## src/rtl/encoder_pkg.sv

```systemverilog
// rtl/encoder_pkg.sv - shared index/one-hot types and decode helper
package encoder_pkg;

  localparam int ENC_IW = 3;
  localparam int ENC_OW = 1 << ENC_IW;

  typedef logic [ENC_IW-1:0] idx_t;

  // Expand an encoded index into its one-hot form.
  function automatic logic [ENC_OW-1:0] onehot_f(input idx_t i);
    logic [ENC_OW-1:0] r;
    r    = '0;
    r[i] = 1'b1;
    return r;
  endfunction

endpackage

```

## src/rtl/dec_fifo.sv

```systemverilog
// rtl/dec_fifo.sv - small power-of-two FIFO holding encoded indices
module dec_fifo #(
  parameter int DEPTH = 4,
  parameter int W     = 3,
  localparam int AW   = $clog2(DEPTH),
  localparam int CW   = AW + 1
) (
  input  logic          clk,
  input  logic          rst_n,
  input  logic          push,
  input  logic          pop,
  input  logic [W-1:0]  wdata,
  output logic [W-1:0]  rdata,
  output logic [CW-1:0] count,
  output logic          full,
  output logic          empty
);

  logic [W-1:0]  mem [DEPTH];
  logic [AW-1:0] wr_ptr;
  logic [AW-1:0] rd_ptr;
  logic          do_push;
  logic          do_pop;

  // Guard against caller mistakes: never pop empty, only push into a free slot.
  always_comb begin
    do_pop  = pop && !empty;
    do_push = push && (!full || do_pop);
  end

  // Pointers wrap naturally because DEPTH is a power of two.
  always_ff @(posedge clk or negedge rst_n) begin
    if (!rst_n) begin
      wr_ptr <= '0;
      rd_ptr <= '0;
      count  <= '0;
    end else begin
      if (do_push) wr_ptr <= wr_ptr + 1'b1;
      if (do_pop)  rd_ptr <= rd_ptr + 1'b1;
      case ({do_push, do_pop})
        2'b10:   count <= count + 1'b1;
        2'b01:   count <= count - 1'b1;
        default: count <= count;
      endcase
    end
  end

  // Storage is written only on an accepted push, so idle idx never lands here.
  always_ff @(posedge clk) begin
    if (do_push) mem[wr_ptr] <= wdata;
  end

  // Head entry and occupancy flags.
  always_comb begin
    rdata = mem[rd_ptr];
    full  = (count == CW'(DEPTH));
    empty = (count == '0);
  end

endmodule

```

## src/rtl/priority_decoder.sv

```systemverilog
// rtl/priority_decoder.sv - buffered index-to-one-hot decoder with overflow flag
module priority_decoder
  import encoder_pkg::*;
#(
  parameter int IW    = 3,
  parameter int DEPTH = 4,
  localparam int OW   = 2 ** IW,
  localparam int CW   = $clog2(DEPTH) + 1
) (
  input  logic          clk,
  input  logic          rst_n,
  input  logic [IW-1:0] idx,
  input  logic          vin,
  output logic [OW-1:0] out,
  output logic          vout,
  input  logic          rdy,
  output logic          full,
  output logic [CW-1:0] count,
  output logic          overflow,
  input  logic          clr_ovf
);

  logic [IW-1:0] head_idx;
  logic [OW-1:0] head_onehot;
  logic          empty;
  logic          push;
  logic          pop;
  logic          drop;

  dec_fifo #(
    .DEPTH (DEPTH),
    .W     (IW)
  ) u_fifo (
    .clk   (clk),
    .rst_n (rst_n),
    .push  (push),
    .pop   (pop),
    .wdata (idx),
    .rdata (head_idx),
    .count (count),
    .full  (full),
    .empty (empty)
  );

  // A pop on a full FIFO frees the slot the same edge, so the push still fits.
  always_comb begin
    vout = !empty;
    pop  = vout && rdy;
    push = vin && (!full || pop);
    drop = vin && full && !pop;
  end

  // Use the shared helper at the native width, plain shift otherwise.
  generate
    if (IW == ENC_IW) begin : g_pkg_decode
      always_comb head_onehot = OW'(onehot_f(idx_t'(head_idx)));
    end else begin : g_shift_decode
      always_comb head_onehot = OW'(1) << head_idx;
    end
  endgenerate

  // Output is forced to zero whenever nothing is queued.
  always_comb begin
    out = vout ? head_onehot : '0;
  end

  // Sticky drop flag; a new drop beats a simultaneous clear.
  always_ff @(posedge clk or negedge rst_n) begin
    if (!rst_n) begin
      overflow <= 1'b0;
    end else if (drop) begin
      overflow <= 1'b1;
    end else if (clr_ovf) begin
      overflow <= 1'b0;
    end
  end

endmodule

```

## config.mk

```make
export PLATFORM = sky130hd
export DESIGN_NAME = priority_decoder
export DESIGN_NICKNAME = d
export VERILOG_FILES = /design/src/rtl/encoder_pkg.sv /design/src/rtl/dec_fifo.sv /design/src/rtl/priority_decoder.sv
export SDC_FILE = /design/constraint.sdc
export NUM_CORES = 1
export LEC_CHECK = 0
export BUFFER_PORTS_ARGS = -buffer_cell sky130_fd_sc_hd__buf_2
export CAP_MARGIN = 0
export CORE_MARGIN = 3
export CORE_UTILIZATION = 46
export DETAILED_ROUTE_END_ITERATION = 8
export PLACE_DENSITY = 0.83
export SYNTH_ARGS = -nofsm -noshare
export SYNTH_HDL_FRONTEND = slang
export SYNTH_SLANG_ARGS = --single-unit
```

## constraint.sdc

```tcl
create_clock -name clk -period 2.05 [get_ports clk]
set_input_delay 0.205 -clock clk [delete_from_list [all_inputs] [get_ports clk]]
set_output_delay 0.205 -clock clk [all_outputs]
set_load 0.05 [all_outputs]
```

==> impl_results.md, run 1 <==
* Status: finished, violations left
* Failing checks: setup timing
* Reg2Reg Depth at 6
* Final wirelength at about 1700 um
* R2r setup slk at 0 ps
* Kind of critical path: flip-flop to primary output
* Largest delay share family, worst path: multiplexers
* Part of the cycle the worst path needs at 101%
* CP peak stage delay at ~560 ps
* Share of the synthesized area in the top cell type at between 30% and 40%
* Gr busiest metal: met2
* Top FF cell, synth: edfxtp_1
* Via count at between 600 and 700
* Layout cell share with drive strength beyond 1 at between 50% and 60%
* Fin cells at 125
* Clk sinks at 20
* Slew Viols, Final at 0
* # IOs at 22
* Setup Skew at roughly 6.5 ps
* GRT met1 Usage at approximately a fifth
* Number of stages on the worst setup path at 4
* Post-synth EDFFs at 12
* Largest net degree at the start of global routing at 12
* Synth area leader: edfxtp_1
* Hold Slack at between 90 and 100 ps
* # DRC at 0
* Mapped Area at between 900 and 1000 sq um
* Endpoints failing hold at 0
* N_diodes at 0
* Gate Count Post-Synth at 70
* I/O Buffers at 21
* FP Rows at 15
* Met3 usage at 3.44%
* Dpl cells at between 100 and 150
* Required time worst endpoint at between 1500 and 2000 ps
* Die area at roughly 2700 sq um
* CTS tree: done
* Top cells by count, synth: edfxtp_1, dfrtp_1, nor2_1
* Worst-Skew Late Latency at about 300 ps
* Slowest CP cell: mux4_2
* Syn nets at 84
* CP Cell Sequence: mux4_2 -> or2_4 -> nor2_2 -> buf_6
* Setup crit end kind: primary output
* Post-DRT Antenna Nets at 0
* # setup viols final at 2
* Layout area overhead at 31.7%
* RePlAce Congestion at 0.763
* Startpoint types: flip-flop
* Global-route wire length before repair at roughly 3000 um
* Core Region at roughly 1900 sq um
* GRT overflow at 0
* Slew margin rel. at around four fifths
* Finished Cell Area at approximately 1300 sq um
* Initial antenna violation count at 0
* H-tree lvl count at 1
* Die width at between 50 and 60 um
* Max Clock Freq at ~480 MHz
* Detailed Routing Iterations Pass 1 at 4
* Initial core utilization at just over 50%
* HPWL after DPL at ~1400 um
* Synth area leaders: edfxtp_1, dfrtp_1, mux4_2
* Buf+Inv Stages, Crit Path at 1
* Final worst slack at -21.0 ps
* Avg Cell Area, Syn at 13.8 sq um
* Yosys reg bits at 20
* Clock Path Buffers at 2
* Yosys warns at 0
* Routed wire per std cell at 14.0 um
* Clock-pin slew on the worst setup and hold paths at 110 ps
* Worst path arrival time at 1870 ps
* RSZ-0062 raised after global routing: true
* Yosys cell types at 23
* Final Critical Period at approximately 2100 ps
* Min-Delay Path Depth at 2
* Fill cells at 140
* CP max FO at 5
* Maxcap violations at 0
* Top-count cell post-synth: edfxtp_1
* Root Driver: clkbuf_4
* Asr flop ratio synth at approximately 40%
* Sequential-to-total area share from yosys stat at between 50% and 60%
* Grt met2 use at 25.7%
* Drt via density at about 5
* Vias in the first global route at 649
* Cts bufs inserted at 3
* DRT iter0 DRCs at 8
* Worst slew pin tran at approximately 300 ps
* Overall routing resource usage at roughly 15%
* Die Y at ~52 um
* Placement Cell Area at 1150 sq um
* Net count reported at finish at 115
* HP Class: input pin to flip-flop
-- sequential cells by signal (all words and copies together), names as in the netlist --
register	cells
u_fifo.mem	12
u_fifo.count	3
u_fifo.rd_ptr	2
u_fifo.wr_ptr	2
overflow	1
-- layout make-up --
type | instances | area [sq um] | share of cell area [%]
Inverter | 7 | 28.8 | 2.26
Multi-Input combinational cell | 42 | 424 | 33.3
Timing Repair Buffer | 27 | 196 | 15.4
Tap cell | 25 | 31.3 | 2.46
Sequential cell | 20 | 566 | 44.4
Clock buffer | 4 | 26.3 | 2.06
-- layout by cell type (no fill, tap or decap) --
master         synthesis  routed
nor2_4                 0       1
nand3_1                1       1
nand2b_1               2       2
dfrtp_2                0       4
xnor2_1                4       4
ha_1                   5       4
dfrtp_1                8       4
or3b_4                 0       1
mux2_4                 1       2
dlygate4sd3_1          0       1
nand2_1                2       2
and2_1                 5       4
inv_2                  0       1
ha_4                   0       1
buf_4                  0       5
buf_2                  0      14
fa_1                   1       1
or2_4                  1       2
o21a_4                 0       1
buf_6                  1       7
mux4_2                 3       3
inv_1                  7       5
inv_4                  0       1
clkbuf_4               0       3
o32ai_1                1       1
and2_4                 0       1
xor2_1                 2       2
edfxtp_1              12      12
nor2_1                 8       4
clkbuf_1               0       1
nor2_2                 1       4
nor3_4                 0       1
-- routing by layer --
layer / share of wire [%] / routed length, um
met4: 0.97 / 17
met2: 55 / 955
met3: 3.1 / 54
met1: 41 / 716
met5: 0 / 0
-- worst reg2reg max path: cells and delay by family (launching register included) --
| kind | cells | cell delay, ps |
|---|---|---|
| adder cells (fa/ha/maj) | 2 | 520 |
| flip-flops | 1 | 450 |
| AND/OR/NAND/NOR | 1 | 430 |
| multiplexers | 1 | 270 |
| AO/OA/AOI/OAI | 1 | 220 |
| buffers and inverters | 1 | 60 |
-- through the flow --
stage | util (%) | TNS [ps] | setup WS (ps)
after floorplan | - | -225 | -115
after global placement | 62.1 | 0 | 71.3
after detailed placement | 62.1 | 0 | 6.92
after CTS | 66.4 | -23.5 | -15.7
after global routing | 68.5 | -568 | -98.8
final | 68.5 | -23.6 | -21.0
-- path summary, 6_finish.rpt --
check | startpoint | endpoint
setup / recovery | u_fifo.rd_ptr[0] | out[1]
hold / removal | clr_ovf | overflow
setup reg to reg | u_fifo.count[0] | u_fifo.count[1]
hold reg to reg | u_fifo.count[2] | u_fifo.count[2]
max in group asynchronous | rst_n | u_fifo.count[0]
min in group asynchronous | rst_n | u_fifo.rd_ptr[0]
-- timing repair --
action	4_1_cts	5_1_grt
gates resized for setup	13	8
pin swaps	1	1
buffers inserted	1	1
hold buffers	1	0
gates cloned	0	0
setup endpoints to repair	8	9
endpoints found under the hold margin	8	0
-- cells by family after synthesis --
group / synth area share [%]
AO/OA/AOI/OAI: 1.81
XOR/XNOR: 5.44
adder cells (fa/ha/maj): 8.55
buffers and inverters: 3.89
flip-flops: 58.0
multiplexers: 9.71
AND/OR/NAND/NOR: 12.6
Power of run 1 is left out: the tool's default activity adds up to more than one toggle a clock period on the data nets, which glitch-free logic cannot reach.
==> run 2, diff against run 1 <==
SETUP_SLACK_MARGIN = 0.05   (was not set)
==> impl_results.md, run 2 (same netlist as run 1, synthesis figures left out) <==
* Status: finished, violations left
* Max Clock Freq at ~480 MHz
* CP peak stage delay at 470 ps
* R2r setup slk at -20 ps
* Final wirelength at ~1900 um
* Failing checks: setup timing
* Routed wire per std cell at about 14 um
* Post-DRT Antenna Nets at 0
* Max reg flops at 12
* # IOs at 22
* Largest registers: u_fifo.mem x12, u_fifo.count x3
* Buf+Inv Stages, Crit Path at 1
* Layout cell share with drive strength beyond 1 at a little under 60%
* FP Rows at 15
* Top reg by flops: u_fifo.mem
* Detailed Routing Iterations Pass 1 at 3
* Setup Skew at roughly 8.5 ps
* Initial core utilization at between 50% and 60%
* Commonest non-fill, non-tap cell in the layout: buf_2
* Worst-Skew Late Latency at around 300 ps
* CP Capture Point: u_fifo.count[1]
* Net count reported at finish at roughly 120
* Largest net degree at the start of global routing at 13
* CP max FO at 5
* # DRC at 0
* Dpl ws at between 3 and 4 ps
* CP Cell Sequence: or3b_4 -> o21a_4 -> inv_2 -> ha_4 -> fa_1 -> mux2_4
* Drt via density at just under 5
* H-tree lvl count at 1
* Hold Slack at approximately 100 ps
* Via count at approximately 630
* Dpl cells at around 120
* Die Y at approximately 52 um
* Vias in the first global route at 635
* Die area at between 2000 and 3000 sq um
* Number of stages on the worst setup path at 6
* CTS tree: done
* HPWL after DPL at 1310 um
* Fin cells at ~130
* Min-Delay Path Depth at 2
* Required time worst endpoint at about 2300 ps
* # setup viols final at 2
* Startpoint types: flip-flop
* RSZ-0062 raised after global routing: true
* DRT iter0 DRCs at 8
* Layout area overhead at 39.2%
* Worst path arrival time at between 2000 and 2500 ps
* Maxcap violations at 0
* Setup crit end kind: flip-flop
* Global-route wire length before repair at 2910 um
* Overall routing resource usage at about 15%
* Core Region at around 1900 sq um
* Clock Path Buffers at 2
* Largest delay share family, worst path: adder cells
* N_diodes at 0
* Endpoints failing hold at 0
* Slowest CP cell: dfrtp_2
* Reg-to-reg startpoint: u_fifo.count[1]
* R2R Path End: u_fifo.count[1]
* Kind of critical path: flip-flop to flip-flop
* Root Driver: clkbuf_4
* Clock-pin slew on the worst setup and hold paths at between 100 and 150 ps
* GRT overflow at 0
* RePlAce Congestion at 0.757
* Reg2Reg Depth at 6
* Crit. Startpoint: u_fifo.count[1]
* Initial antenna violation count at 0
* Die width at 51.8 um
* Slew margin rel. at about 80%
* Final worst slack at -24.3 ps
* Most frequent cells in the layout: buf_2, edfxtp_1, buf_4
* Slew Viols, Final at 0
* Final Critical Period at around 2100 ps
* HP Class: input pin to flip-flop
* Cts bufs inserted at 3
* Clk sinks at 20
* Part of the cycle the worst path needs at 101%
* I/O Buffers at 21
* Worst slew pin tran at between 200 and 300 ps
run 2: cell types whose count changed in the layout (fill, tap and decap cells not counted), sizes merged:
| cell | previous run | this run |
|---|---|---|
| buf | 26 | 30 |
| clkbuf | 4 | 3 |
| bufinv | 0 | 1 |
run 2: how the worst min path moves through the flow:
| stage | from | endpoint | slack (ps) |
|---|---|---|---|
| 2_1_floorplan | rst_n | overflow | -90 |
| 3_3_place_gp | rst_n | u_fifo.rd_ptr[1] | 60 |
| 3_5_place_dp | rst_n | u_fifo.rd_ptr[0] | 60 |
| 4_1_cts | clr_ovf | overflow | 100 |
| 5_1_grt | clr_ovf | overflow | 100 |
| 6_report | clr_ovf | overflow | 100 |
run 2: routing by layer:
metal	GRT usage (%)	part of all wire, %	vias to the layer above
met5	0	0	-
met3	4.01	2.5	2
met4	9.61	1.5	0
li1	-	-	304
met1	18.0	40	311
met2	24.7	56	11
run 2: final cells by class:
| class | count | area (sq um) |
|---|---|---|
| Inverter | 7 | 26.3 |
| Clock buffer | 3 | 22.5 |
| Tap cell | 25 | 31.3 |
| Fill cell | 120 | 513 |
| Clock inverter | 1 | 30.0 |
| Timing Repair Buffer | 31 | 233 |
| Sequential cell | 20 | 566 |
| Multi-Input combinational cell | 42 | 437 |
run 2: worst reg2reg max path: cells and delay by family, from the launching register on:
kind,cells,cell delay [ps]
AND/OR/NAND/NOR,1,420
AO/OA/AOI/OAI,1,210
buffers and inverters,1,60
flip-flops,1,470
multiplexers,1,270
adder cells (fa/ha/maj),2,550
run 2: repair_timing:
action	4_1_cts	5_1_grt
setup endpoints to repair	9	10
buffers inserted	3	4
pin swaps	2	6
resized for setup	16	9
hold buffers	1	0
hold endpoints to repair	8	0
run 2: stage by stage:
step | util (%) | TNS, ps | cell area, sq um
after floorplan | - | -216 | 1010
after global placement | 61.8 | 0 | 1150
after detailed placement | 61.8 | 0 | 1150
after CTS | 69.0 | -28.7 | 1280
after global routing | 72.4 | -604 | 1350
final | 72.4 | -29.4 | 1350
Power of run 2 is left out for the same reason.
==> run 3, diff against run 2 <==
PLACE_DENSITY = 0.73   (was 0.83)
==> impl_results.md, run 3 (same netlist as run 1, synthesis figures left out) <==
* Status: complete, no violations
* Maxcap violations at 0
* Startpoint types: flip-flop
* Cts bufs inserted at 3
* Max reg flops at 12
* Clock-pin slew on the worst setup and hold paths at 110 ps
* Kind of critical path: flip-flop to primary output
* H-tree lvl count at 1
* N_diodes at 0
* Routed wire per std cell at between 10 and 15 um
* RSZ-0062 raised after global routing: true
* Global-route wire length before repair at approximately 2800 um
* Clk sinks at 20
* CP Cell Sequence: mux4_2 -> or2_4 -> nor2_2 -> buf_6
* Layout cell share with drive strength beyond 1 at between 50 and 60%
* GRT overflow at 0
* Commonest non-fill, non-tap cell in the layout: buf_2
* Die area at 2690 sq um
* CP max FO at 4
* Initial core utilization at about 52%
* Clock Path Buffers at 2
* Reg-to-reg startpoint: u_fifo.count[1]
* Via count at between 500 and 600
* Initial antenna violation count at 0
* Endpoints failing hold at 0
* # DRC at 0
* Overall routing resource usage at 14.9%
* Hold_sp: clr_ovf
* Final Critical Period at slightly above 2000 ps
* CTS tree: done
* Core Region at approximately 1900 sq um
* Worst path arrival time at 1840 ps
* Most frequent cells in the layout: buf_2, edfxtp_1, buf_6, buf_4, inv_1
* Setup Skew at between 8 and 9 ps
* Required time worst endpoint at 1850 ps
* HP Class: input pin to flip-flop
* Reg2Reg Depth at 6
* Detailed Routing Iterations Pass 1 at 3
* Part of the cycle the worst path needs at about 100%
* Slew margin rel. at just over 80%
* FP Rows at 15
* # setup viols final at 0
* # IOs at 22
* Largest net degree at the start of global routing at 12
* Placement Cell Area at between 1000 and 1500 sq um
* Finished Cell Area at 1330 sq um
* Net count reported at finish at between 100 and 150
* Root Driver: clkbuf_4
* HPWL after DPL at 1280 um
* Max Clock Freq at 489 MHz
* Worst slew pin tran at about 260 ps
* I/O Buffers at 21
* CP peak stage delay at about 530 ps
* Die width at between 50 and 60 um
* Largest registers: u_fifo.mem x12, u_fifo.count x3
* Top reg by flops: u_fifo.mem
* Layout area overhead at 37.2%
* Hold Slack at a little over 70 ps
* Final worst slack at approximately 3.7 ps
* Drt via density at between 4 and 5
* R2r setup slk at roughly 20 ps
* Final wirelength at approximately 1700 um
* Min-Delay Path Depth at 2
* RePlAce Congestion at about 0.75
* Dpl ws at between 1.5 and 2 ps
* R2R Path End: u_fifo.count[1]
* Setup crit end kind: primary output
* Die Y at 51.8 um
* DRT iter0 DRCs at 8
* Worst-Skew Late Latency at 300 ps
* Slowest CP cell: mux4_2
* Hold EP: overflow
* Vias in the first global route at 620
* Slew Viols, Final at 0
* Post-DRT Antenna Nets at 0
[run 3: worst max path at each step]
| stage | endpoint | cells past startpoint | slack [ps] | startpoint |
|---|---|---|---|---|
| after floorplan | u_fifo.count[2] | 8 | -110 | u_fifo.count[0] |
| after global placement | u_fifo.count[1] | 6 | 50 | u_fifo.count[0] |
| after global routing | out[0] | 4 | -70 | u_fifo.rd_ptr[0] |
| final | out[6] | 4 | 4 | u_fifo.rd_ptr[0] |
| after detailed placement | u_fifo.count[1] | 6 | 2 | u_fifo.count[0] |
| after CTS | out[6] | 4 | -3 | u_fifo.rd_ptr[0] |
[run 3: area by class of cell]
| type | count | area [sq um] |
|---|---|---|
| inverters | 7 | 26.3 |
| flip-flops and latches | 20 | 566 |
| multi-input cells | 42 | 449 |
| well taps | 25 | 31.3 |
| repair buffers | 30 | 226 |
| fillers | 116 | 533 |
| clock buffers | 4 | 26.3 |
[run 3: layer usage]
layer / track usage, % / vias up / share of wire [%]
li1: - / 301 / -
met1: 16.9 / 272 / 41
met2: 25.7 / 13 / 54
met3: 3.44 / 2 / 2.8
met4: 7.86 / 0 / 1.4
met5: 0 / - / 0
[run 3: critical path: cells and delay by family (launching register included)]
kind | cells | cell delay [ps]
buf+inv | 1 | 160
flops | 1 | 440
mux | 1 | 530
simple gates | 2 | 420
[run 3: repair_timing]
item,CTS,global route
setup endpoints to repair,10,10
hold endpoints to repair,8,0
pin swaps,2,3
setup buffers,4,2
hold buffers,1,0
gates resized for setup,17,9
[run 3: stage by stage]
| stage | utilization, % | setup TNS, ps | cells |
|---|---|---|---|
| floorplan | - | -216 | 70 |
| global placement | 61.8 | 0 | 117 |
| detailed placement | 61.8 | 0 | 117 |
| CTS | 68.2 | -2.56 | 126 |
| global route | 71.3 | -435 | 128 |
| finish | 71.3 | 0 | 128 |
Power of run 3 is left out for the same reason.
